### src/rtl/hazard_match_pipe.sv
// Execute/Memory/Writeback pipeline registers feeding the hazard unit: address matches,
// stage enables and saturating stall/flush counters. Optional build macro HAZ_MATCH_QUAL_EN.
module hazard_match_pipe #(
  parameter int RA_W  = 4,
  parameter int CNT_W = 16
) (
  input  logic             clk,
  input  logic             reset,
  input  logic [RA_W-1:0]  RA1D,
  input  logic [RA_W-1:0]  RA2D,
  input  logic [RA_W-1:0]  WA3D,
  input  logic             RegWriteD,
  input  logic             MemtoRegD,
  input  logic             MemWriteD,
  input  logic             BranchD,
  input  logic             CondExE,
  input  logic             StallD,
  input  logic             FlushE,
  output logic             Match1E_M,
  output logic             Match1E_W,
  output logic             Match2E_M,
  output logic             Match2E_W,
  output logic             Match12D_E,
  output logic             BranchTakenE,
  output logic             MemtoRegE,
  output logic             RegWriteM,
  output logic             RegWriteW,
  output logic             MemWriteM,
  output logic [RA_W-1:0]  WA3W,
  output logic [CNT_W-1:0] StallCnt,
  output logic [CNT_W-1:0] FlushCnt
);

  logic [RA_W-1:0] RA1E, RA2E, WA3E, WA3M;
  logic            RegWriteE, MemWriteE, BranchE;
  logic            MemtoRegM, MemtoRegW;

  // Execute register: a flush bubbles the stage, a stall freezes it.
  always_ff @(posedge clk or negedge reset) begin
    if (!reset) begin
      RA1E      <= '0;
      RA2E      <= '0;
      WA3E      <= '0;
      RegWriteE <= 1'b0;
      MemtoRegE <= 1'b0;
      MemWriteE <= 1'b0;
      BranchE   <= 1'b0;
    end else if (FlushE) begin
      RA1E      <= '0;
      RA2E      <= '0;
      WA3E      <= '0;
      RegWriteE <= 1'b0;
      MemtoRegE <= 1'b0;
      MemWriteE <= 1'b0;
      BranchE   <= 1'b0;
    end else if (!StallD) begin
      RA1E      <= RA1D;
      RA2E      <= RA2D;
      WA3E      <= WA3D;
      RegWriteE <= RegWriteD;
      MemtoRegE <= MemtoRegD;
      MemWriteE <= MemWriteD;
      BranchE   <= BranchD;
    end
  end

  // Memory and Writeback registers; a failed condition kills the writes here.
  always_ff @(posedge clk or negedge reset) begin
    if (!reset) begin
      RegWriteM <= 1'b0;
      MemWriteM <= 1'b0;
      MemtoRegM <= 1'b0;
      WA3M      <= '0;
      RegWriteW <= 1'b0;
      MemtoRegW <= 1'b0;
      WA3W      <= '0;
    end else begin
      RegWriteM <= RegWriteE & CondExE;
      MemWriteM <= MemWriteE & CondExE;
      MemtoRegM <= MemtoRegE;
      WA3M      <= WA3E;
      RegWriteW <= RegWriteM;
      MemtoRegW <= MemtoRegM;
      WA3W      <= WA3M;
    end
  end

  // The load-select in Writeback belongs to the result mux outside this block.
  logic unusedMemtoRegW;
  assign unusedMemtoRegW = MemtoRegW;

  always_ff @(posedge clk or negedge reset) begin
    if (!reset) begin
      StallCnt <= '0;
      FlushCnt <= '0;
    end else begin
      if (StallD && (StallCnt != {CNT_W{1'b1}})) StallCnt <= StallCnt + CNT_W'(1);
      if (FlushE && (FlushCnt != {CNT_W{1'b1}})) FlushCnt <= FlushCnt + CNT_W'(1);
    end
  end

  logic eq1M, eq1W, eq2M, eq2W, eq12E;
  assign eq1M  = (RA1E == WA3M);
  assign eq1W  = (RA1E == WA3W);
  assign eq2M  = (RA2E == WA3M);
  assign eq2W  = (RA2E == WA3W);
  assign eq12E = (RA1D == WA3E) | (RA2D == WA3E);

`ifdef HAZ_MATCH_QUAL_EN
  // Writes to the PC never forward through the register file path.
  localparam logic [RA_W-1:0] PcAddr = {RA_W{1'b1}};
  assign Match1E_M  = eq1M  & RegWriteM & (WA3M != PcAddr);
  assign Match1E_W  = eq1W  & RegWriteW & (WA3W != PcAddr);
  assign Match2E_M  = eq2M  & RegWriteM & (WA3M != PcAddr);
  assign Match2E_W  = eq2W  & RegWriteW & (WA3W != PcAddr);
  assign Match12D_E = eq12E & RegWriteE & (WA3E != PcAddr);
`else
  assign Match1E_M  = eq1M;
  assign Match1E_W  = eq1W;
  assign Match2E_M  = eq2M;
  assign Match2E_W  = eq2W;
  assign Match12D_E = eq12E;
`endif

  assign BranchTakenE = BranchE & CondExE;

endmodule

### config.mk
export PLATFORM = sky130hd
export DESIGN_NAME = hazard_match_pipe
export DESIGN_NICKNAME = d
export VERILOG_FILES = /design/src/rtl/hazard_match_pipe.sv
export SDC_FILE = /design/constraint.sdc
export NUM_CORES = 1
export LEC_CHECK = 0
export ABC_AREA = 1
export ABC_CLOCK_PERIOD_IN_PS = 4500
export CORE_MARGIN = 2
export CORE_UTILIZATION = 50
export DETAILED_ROUTE_END_ITERATION = 10
export PLACE_DENSITY = 0.78
export RECOVER_POWER = 100
export SYNTH_ARGS = -nofsm -noshare
export SYNTH_HDL_FRONTEND = slang
export SYNTH_SLANG_ARGS = --single-unit
### constraint.sdc
create_clock -name clk -period 4.5 [get_ports clk]
set_input_delay 0.9 -clock clk [delete_from_list [all_inputs] [get_ports clk]]
set_output_delay 0.9 -clock clk [all_outputs]
set_load 0.005 [all_outputs]
==> Word level (Yosys, flattened, before mapping) <==
Index checks and enable logic that the tools add are counted.
{ "totals": {"reg_bits": 59, "inputBits": 21, "output_inout_bits": 46} }
{ "op_classes": {"add_sub_neg": 2, "eq_ne": 9, "mux": 14, "bitwise": 4, "n_reduce_logical": 2} }
{ "op_table": {"columns": ["operator", "count"], "rows": [
  ["16-bit by 1-bit adder with 16-bit output, second input constant", 2],
  ["16-bit != test, second input constant", 2],
  ["4-bit equality test", 6],
  ["4-bit two-way mux", 6],
  ["1-bit two-way mux", 8],
  ["1-bit bitwise AND", 3],
  ["1-bit logical AND", 2],
  ["2-bit by 1-bit != test with 1-bit output, second input constant", 1],
  ["1-bit bitwise OR", 1]
]} }

==> Longest topological paths before layout <==
Gate-level depths: netlist of the first run.
{ "depth": {"word_depth": 2, "ltp_mapped": 9} }

==> Worst setup path before layout of the first run <==
Ideal clock, no wire load.
{ "synth_timing": {"path_type": "in2out", "startpoint": "input RA2D[0]", "endpoint": "output Match12D_E", "arrival_ns": 1.313, "setup_slack_ns": 2.287, "path_stages": 2, "path_buffers": 0, "cell_sequence": "xor2_1 -> o31ai_1"} }
{ "synth_via": {"elab_chain_len": 2} }
{ "synth_rtl": {"columns": ["element", "line", "rtl"], "rows": [
  ["start, declared", "10", "input logic [RA_W-1:0] RA2D,"],
  ["4-bit equality test", "107", "assign eq12E = (RA1D == WA3E) | (RA2D == WA3E);"],
  ["1-bit bitwise OR", "107", null],
  ["end, declared", "23", "output logic Match12D_E,"]
]} }
No other way between the ends.

==> Worst setup path in the final report of the first run <==
{ "layout_timing": {"startpoint": "input StallD", "endpoint": "register StallCnt[7]"} }
{ "layout_via": {"elab_chain_len": 1} }
{ "layout_rtl": {"columns": ["element", "line", "rtl"], "rows": [
  ["start, declared", "17", "input logic StallD,"],
  ["1-bit logical AND", "97", "if (StallD && (StallCnt != {CNT_W{1'b1}})) StallCnt <= StallCnt + CNT_W'(1);"],
  ["end signal, assigned", "97", null],
  ["end, declared", "30", "output logic [CNT_W-1:0] StallCnt,"]
]} }
No other way between the ends.
A chain may end at the register's enable or synchronous reset.

==> results of run 1 <==
## metrics by stage
stage               cells  setup slack, ns  instance area, µm²
CTS                   573            1.255                4223
finish                573           0.9841                4158
global placement      558            1.292                4021
global route          573           0.8532                4158
floorplan             420            2.287                3294
detailed placement    558            1.274                4021
## final cells by class
class | count | area share (%)
flip-flops and latches | 59 | 35.51
inverters | 43 | 3.882
well taps | 77 | 2.317
clock buffers | 11 | 3.641
clock inverters | 4 | 1.204
repair buffers | 68 | 15.92
multi-input cells | 311 | 37.53
## where the power goes
group          switching (mW)  total [mW]  internal (mW)  leakage [nW]
Sequential             0.0792       0.668          0.589         0.779
Clock                   0.205       0.487          0.282        0.0974
Combinational           0.140       0.296          0.156          1.20
Total                   0.424        1.45           1.03          2.08
## layout by cell type, fill, tap and decap left out, types with 12 or more instances in the layout
cell type,instances
clkdlybuf4s50_1,16
dfrtp_1,59
dlygate4sd3_1,49
inv_1,39
nand2_1,144
nand3_1,33
nand4_1,12
nor2_1,37
o21ai_0,15
xor2_1,22
## registers in the layout, indices dropped and copies added (netlist names)
register and cells:
FlushCnt 16, RegWriteE 1, RA1E 4, WA3W 4
MemWriteM 1, MemtoRegE 1, BranchE 1, RegWriteM 1
RA2E 4, StallCnt 16, MemWriteE 1, RegWriteW 1
WA3M 4, WA3E 4
## worst paths after layout
kind,startpoint,end,cells after the start
worst max-delay path,StallD,StallCnt[7],5
worst min-delay path,RegWriteM,RegWriteW,0
worst max register to register,FlushCnt[0],FlushCnt[5],7
worst min register to register,RegWriteM,RegWriteW,0
max in group asynchronous,reset,RA1E[0],2
min in group asynchronous,reset,StallCnt[0],1
## routing by layer
| metal | up-vias | routed length, µm | share of wire (%) |
|---|---|---|---|
| met2 | 66 | 3328 | 47 |
| met4 | 0 | 115 | 1.6 |
| met5 | - | 0 | 0 |
| li1 | 1474 | - | - |
| met1 | 1319 | 3264 | 46 |
| met3 | 14 | 313 | 4.5 |
## worst max-delay path, cell delays in order
cell and delay [ns]:
dlygate4sd3_1 0.52, clkbuf_1 0.72, clkinv_1 0.68, nor2_1 0.70
o21ai_0 0.17
## cell families (layout without fill, tap and decap cells)
logic type	after synthesis	in the layout	share of synthesized area, %
AO/OA/AOI/OAI	23	23	4.254
XOR/XNOR	30	30	7.976
adder cells (fa/ha/maj)	2	2	0.7595
buffers and inverters	50	126	6.114
flip-flops	59	59	44.82
AND/OR/NAND/NOR	256	256	36.08
==> impl_metrics.json, run 1 <==
{
  "status": "finished, violations left",
  "violations": "capacitance limit, slew limit",
  "antenna_found_initial": 0,
  "post-cts-setup-buffer-count": 0,
  "wl_per_cell_um": 12.25,
  "grt.overflow.total": 0,
  "grt_pass1_vias": 2798,
  "drtPass1Iterations": 4,
  "whs_ns": 0.3802,
  "grt.met3_usage_pct": 4.377,
  "rows": 29,
  "yosys_register_bits": 59,
  "cp_data_arrival_time_ns": 3.70,
  "track_usage_pct": 20.62,
  "met1_usage_pct": 26.70,
  "netlist_area_um2": 3294,
  "power_density_nw_per_um2": 348.9,
  "drt-total-wl_um": 7021,
  "seq_area_um2": 1476,
  "synth_most_common_cell": "nand2_1",
  "total_power_mw": 1.451,
  "nets": 515,
  "syn_to_final_growth_pct": 26.21,
  "cts_buffers": 9,
  "clock_path_buffers": 2,
  "cts-root-buf": "clkbuf_8",
  "yosys_warnings": 0,
  "drive_above_1_share_pct": 8.065,
  "die-area_um2": 7254,
  "synth_top_area_share_pct": 44.82,
  "initial_utilization_pct": 51.88,
  "fp.dieH_um": 85.17,
  "yosys-top-cells-area": "dfrtp_1, nand2_1, xor2_1, nand3_1, inv_1",
  "cts_resized": 0,
  "syn_avg_cell_area_um2": 7.844,
  "synthFlopType": "dfrtp_1",
  "met2_usage_pct": 33.59,
  "cts_hold_buf": 0,
  "start_kind": "input pin",
  "rsz0062_at_grt": "false",
  "seq_area_frac_synth_pct": 44.82,
  "max-slew-margin-rel_pct": -38.21,
  "tightest_slew_ns": 2.073,
  "ant_nets": 0,
  "grt_max_degree": 40,
  "critical_path_peak_fanout": 21,
  "yosys.area.top_type": "dfrtp_1",
  "route.vias.total": 2873,
  "skew_ns": 0.004935,
  "r2r_setup_slack_ns": 2.49,
  "clock-sinks": 59,
  "drc": 0,
  "timing.fmax_mhz": 284.4,
  "setup.worst_path.end_class": "flop",
  "cts.reportedPaths.clkPinSlew_ns": 0.07,
  "synth_enable_flop_cells": 0,
  "gp_congestion": 0.8606,
  "layout_min_cycle_time_ns": 3.516,
  "port_buffers": 66,
  "pin_count": 67,
  "nFillCells": 553,
  "finalSetupViolCount": 0,
  "clk_latency_ns": 0.33,
  "hp-class": "reg -> reg",
  "synthArstFlopShare_pct": 100.0,
  "power.leakage_nw": 2.077,
  "synthTopCellsByCount": "nand2_1, dfrtp_1, inv_1, nand3_1, nor2_1",
  "ys_types": 25,
  "design.core.area_um2": 6350,
  "drt_iter0_drc": 81,
  "fin_setup_tns_ns": 0,
  "grt_pass1_wl_um": 12190,
  "synth_nets": 443,
  "worstSetupPathType": "in -> reg",
  "max-vdd-ir-drop_mv": 0.2235,
  "maxCapViolations": 1,
  "cts_tree": "yes",
  "slew_violations": 40,
  "viasPerCell": 5.014,
  "synth_cells": 420,
  "fin_crit_sh_pct": 78.13,
  "final_util_pct": 65.48,
  "finalHoldViolCount": 0,
  "die_w_um": 85.17,
  "cts_max_level": 3,
  "dp_hpwl_um": 5334,
  "diodes": 0,
  "multi_input_area_um2": 1560,
  "worst_ep_required_time_ns": 4.68,
  "grt.busiest_layer": "met2"
}
(Power assumes the default switching activity.)
==> run 2: changes to the inputs <==
ABC_CLOCK_PERIOD_IN_PS = 3410   (was 4500)
clock period = 3.41 ns   (was 4.5 ns; I/O delays follow)
==> run 2 against run 1 <==
Effect of this change:
- the flow now finishes without violations
- wire length rose by 3.9%
- clock-buffer cell count rose by 1
- worst hold slack improved by 0.0039 ns
- setup slack got worse by 0.41 ns
- largest cell class unchanged
- power rose by 38%
- largest power group unchanged
- sequential share of layout area fell by 0.21 points
- core utilization rose by 0.39 points
==> impl_metrics.json, run 2 (synthesis gave the netlist of run 1 again) <==
{
  "drtPass1Iterations": 4,
  "cts_tree": "yes",
  "track_usage_pct": 21.39,
  "fp.dieH_um": 85.17,
  "reg2reg_to": "FlushCnt[9]",
  "maxCapViolations": 0,
  "ant_nets": 0,
  "cts.reportedPaths.clkPinSlew_ns": 0.07,
  "worstSetupPathType": "in -> out",
  "rsz0062_at_grt": "false",
  "route.vias.total": 2934,
  "critPathMaxStageDelay_ns": 0.60,
  "dp_hpwl_um": 5512,
  "layout_common_cells": "nand2_1, dfrtp_1, dlygate4sd3_1",
  "hp-class": "reg -> reg",
  "fin_setup_tns_ns": 0,
  "pin_count": 67,
  "finalSetupViolCount": 0,
  "antenna_found_initial": 0,
  "crit_end": "Match12D_E",
  "crit_family": "buffers and inverters",
  "power.leakage_nw": 2.097,
  "crit_cells": 6,
  "r2r_cells": 7,
  "dpl-instance-area_um2": 4029,
  "grt.overflow.total": 0,
  "clock_path_buffers": 2,
  "diodes": 0,
  "status": "finished clean",
  "placed_cells": 559,
  "nFillCells": 540,
  "layout_min_cycle_time_ns": 2.841,
  "skew_ns": 0.004900,
  "mostFrequentLayoutCell": "nand2_1",
  "setup.worst_path.end_class": "output port",
  "r2r_start": "FlushCnt[0]",
  "max-vdd-ir-drop_mv": 0.2697,
  "gp_congestion": 0.8630,
  "drt_iter0_drc": 116,
  "cts_resized": 0,
  "post-cts-setup-buffer-count": 0,
  "reg_top3": "FlushCnt (16), StallCnt (16)",
  "drive_above_1_share_pct": 8.032,
  "cts_buffers": 9,
  "grt_pass1_vias": 2859,
  "design.core.area_um2": 6350,
  "final_cell_area_um2": 4183,
  "cts-root-buf": "clkbuf_8",
  "critical_path_peak_fanout": 2,
  "die_w_um": 85.17,
  "rows": 29,
  "die-area_um2": 7254,
  "crit_chain": "clkdlybuf4s50_1, inv_1, nand2_1, nand4_1, o31ai_1, dlygate4sd3_1",
  "grt_pass1_wl_um": 12530,
  "max-slew-margin-rel_pct": 7.914,
  "drt-total-wl_um": 7298,
  "initial_utilization_pct": 51.88,
  "timing.fmax_mhz": 352.0,
  "power_density_nw_per_um2": 477.7,
  "whs_ns": 0.3842,
  "fin_crit_sh_pct": 83.30,
  "cts_hold_buf": 0,
  "start_kind": "input pin",
  "viasPerCell": 5.103,
  "cts_max_level": 3,
  "syn_to_final_growth_pct": 26.97,
  "crit_buf_inv": 3,
  "port_buffers": 66,
  "cp_data_arrival_time_ns": 2.16,
  "nets": 516,
  "finalHoldViolCount": 0,
  "wl_per_cell_um": 12.69,
  "worst_ep_required_time_ns": 2.73,
  "grt_max_degree": 37,
  "tightest_slew_ns": 1.381,
  "clock-sinks": 59,
  "r2r_setup_slack_ns": 1.37,
  "clk_latency_ns": 0.33,
  "critPathLaunch": "RA2D[3]",
  "cp_slowest_cell": "dlygate4sd3_1",
  "final_util_pct": 65.87,
  "drc": 0,
  "fin_cells": 575,
  "slew_violations": 0
}
-- run 2: cell count changes in the layout (fill, tap and decap cells not counted), sizes merged --
cell | previous run | this run
bufinv | 1 | 2
clkbuf | 14 | 16
clkinvlp | 2 | 1
-- run 2: per-stage QoR --
stage	power [mW]	setup slack (ns)
after floorplan	1.095	1.633
after global placement	1.323	0.6371
after detailed placement	1.340	0.6019
after CTS	2.065	0.5808
after global routing	2.104	0.4823
final	1.998	0.5693
-- run 2: layout make-up --
class / count / area [µm²] / share of cell area (%)
well taps: 77 / 96.34 / 2.303
clock buffers: 12 / 155.1 / 3.709
flip-flops and latches: 59 / 1476 / 35.30
repair buffers: 69 / 666.9 / 15.94
inverters: 43 / 161.4 / 3.859
clock inverters: 4 / 72.57 / 1.735
multi-input cells: 311 / 1554 / 37.15
-- run 2: routing by layer --
layer  routed length (µm)  track usage, %
met5                    0               0
met4                  108           9.091
met3                  386           4.086
met2                 3574           35.87
met1                 3229           27.11
-- run 2: where the power goes --
part / total (mW) / switching, mW / internal (mW)
Combinational: 0.393 / 0.187 / 0.207
Sequential: 0.882 / 0.105 / 0.777
Clock: 0.723 / 0.272 / 0.451
Total: 2.00 / 0.564 / 1.43
-- run 2: worst min-delay path by stage --
stage	from	depth (start not counted)	endpoint	slack (ns)
6_report	RegWriteM	0	RegWriteW	0.38
5_1_grt	RegWriteM	0	RegWriteW	0.40
4_1_cts	reset	1	StallCnt[0]	0.36
3_5_place_dp	RegWriteM	0	RegWriteW	0.37
3_3_place_gp	RegWriteM	0	RegWriteW	0.37
2_1_floorplan	RegWriteM	0	RegWriteW	0.38
==> run 3: changes to the inputs <==
ABC_CLOCK_PERIOD_IN_PS = 2400   (was 3410)
CORE_UTILIZATION = 47   (was 50)
PLACE_DENSITY = 0.77   (was 0.78)
clock period = 2.4 ns   (was 3.41 ns; I/O delays follow)
==> run 3 against run 2 <==
Effect of this change:
- via count decreased by 0.85%
- critical endpoint is now Match2E_M
- critical path depth shrank 3
- global-route usage shrank 1.5 points
- clock skew rose by 0.0058 ns
- flip-flop and latch count unchanged
==> impl_metrics.json, run 3 (synthesis gave the netlist of run 1 again) <==
{
  "clock_path_buffers": 2,
  "grt_pass1_vias": 2717,
  "maxCapViolations": 0,
  "pin_count": 67,
  "finalHoldViolCount": 0,
  "critical_path_peak_fanout": 3,
  "drc": 0,
  "cts.reportedPaths.clkPinSlew_ns": 0.08,
  "p_int_mw": 2.122,
  "power_frac_seq_pct": 42.6,
  "cts_tree": "yes",
  "diodes": 0,
  "nets": 518,
  "wl_per_cell_um": 12.09,
  "fin_crit_sh_pct": 96.17,
  "grt_pass1_wl_um": 12120,
  "crit_buf_inv": 1,
  "p_clk_share_pct": 38.5,
  "port_buffers": 66,
  "max-slew-margin-rel_pct": 5.676,
  "cts-root-buf": "clkbuf_8",
  "cts_max_level": 3,
  "route.vias.total": 2909,
  "clk_latency_ns": 0.34,
  "crit_chain": "xor2_1, nor4_1, clkdlybuf4s50_1",
  "placed_cells": 580,
  "final_cell_area_um2": 4230,
  "cp_slowest_cell": "clkdlybuf4s50_1",
  "cp_data_arrival_time_ns": 1.83,
  "max-vdd-ir-drop_mv": 0.3728,
  "viasPerCell": 4.881,
  "track_usage_pct": 19.86,
  "power.leakage_nw": 2.119,
  "ant_nets": 0,
  "drive_above_1_share_pct": 8.400,
  "grt_max_degree": 60,
  "timing.fmax_mhz": 433.3,
  "start_kind": "flop",
  "rsz0062_at_grt": "false",
  "fin_cells": 596,
  "p_sw_uw": 832.3,
  "layout_common_cells": "nand2_1, dfrtp_1, dlygate4sd3_1",
  "tightest_slew_ns": 1.415,
  "dp_hpwl_um": 5345,
  "cts_hold_buf": 0,
  "drtPass1Iterations": 4,
  "drt_iter0_drc": 123,
  "skew_ns": 0.01069,
  "rows": 30,
  "fp.dieH_um": 87.72,
  "final_util_pct": 62.27,
  "finalSetupViolCount": 0,
  "pwr-share-comb_pct": 19.0,
  "grt.overflow.total": 0,
  "syn_to_final_growth_pct": 28.41,
  "status": "finished clean",
  "initial_utilization_pct": 48.49,
  "slew_violations": 0,
  "hp-class": "reg -> reg",
  "whs_ns": 0.3849,
  "critPathLaunch": "RA2E[2]",
  "clock-sinks": 59,
  "layout_min_cycle_time_ns": 2.308,
  "top_layer": "met4",
  "nFillCells": 617,
  "min_from": "RegWriteM",
  "drt-total-wl_um": 7208,
  "reg_top3": "FlushCnt (16), StallCnt (16)",
  "mostFrequentLayoutCell": "nand2_1",
  "power_density_nw_per_um2": 698.4,
  "worstSetupPathType": "reg -> out",
  "crit_family": "buffers and inverters",
  "r2r_start": "FlushCnt[0]",
  "worst_ep_required_time_ns": 1.92,
  "wl_met1_um": 3388,
  "die_w_um": 87.72,
  "gp_congestion": 0.8588,
  "critPathMaxStageDelay_ns": 0.56,
  "dpl-instance-area_um2": 4080,
  "design.core.area_um2": 6794,
  "p_sw_share_pct": 28.17,
  "die-area_um2": 7695,
  "cts_buffers": 9,
  "wl_met3_um": 347,
  "met2_length_um": 3404,
  "setup.worst_path.end_class": "output port",
  "antenna_found_initial": 0
}
## run 3: repair_timing
item	4_1_cts	5_1_grt
setup endpoints to repair	1	1
resized for setup	1	1
setup buffers	0	0
gates cloned	0	0
## run 3: through the flow
stage / setup slack [ns] / TNS [ns] / power, mW
4_1_cts: 0.07207 / 0 / 3.050
3_5_place_dp: -0.05188 / -0.05188 / 1.905
3_3_place_gp: 0.01709 / 0 / 1.886
5_1_grt: 0.04391 / 0 / 3.102
2_1_floorplan: 0.9070 / 0 / 1.555
6_report: 0.09202 / 0 / 2.955
## run 3: layout make-up
| class | instances | area (µm²) | area share [%] |
|---|---|---|---|
| clock buffer | 10 | 137.6 | 3.253 |
| clock inverter | 6 | 112.6 | 2.662 |
| inverter | 43 | 161.4 | 3.815 |
| multi-input combinational | 311 | 1539 | 36.38 |
| sequential | 59 | 1476 | 34.90 |
| tap | 96 | 120.1 | 2.839 |
| timing repair buffer | 71 | 683.2 | 16.15 |
## run 3: power by group through the flow
stage / sequential [mW] / combinational, mW / clock, mW
after floorplan: 1.26 / 0.297 / 0
after global placement: 1.28 / 0.609 / 0
after detailed placement: 1.28 / 0.628 / 0
after CTS: 1.26 / 0.632 / 1.16
after global routing: 1.27 / 0.631 / 1.20
final: 1.26 / 0.560 / 1.14
## run 3: per-layer routing
layer | vias up | GRT usage (%)
met3 | 8 | 5.467
met5 | - | 0
met4 | 0 | 5.035
li1 | 1478 | -
met1 | 1364 | 26.28
met2 | 59 | 32.44
## run 3: final timing paths
check                                    to  slack [ns]  depth (start not counted)
worst max register to register  FlushCnt[9]        0.35                          9
worst min register to register    RegWriteW        0.38                          0
max in group asynchronous         MemWriteM        0.99                          2
min in group asynchronous       StallCnt[9]        0.56                          2
worst min-delay path              RegWriteW        0.38                          0
worst max-delay path              Match2E_M        0.09                          3
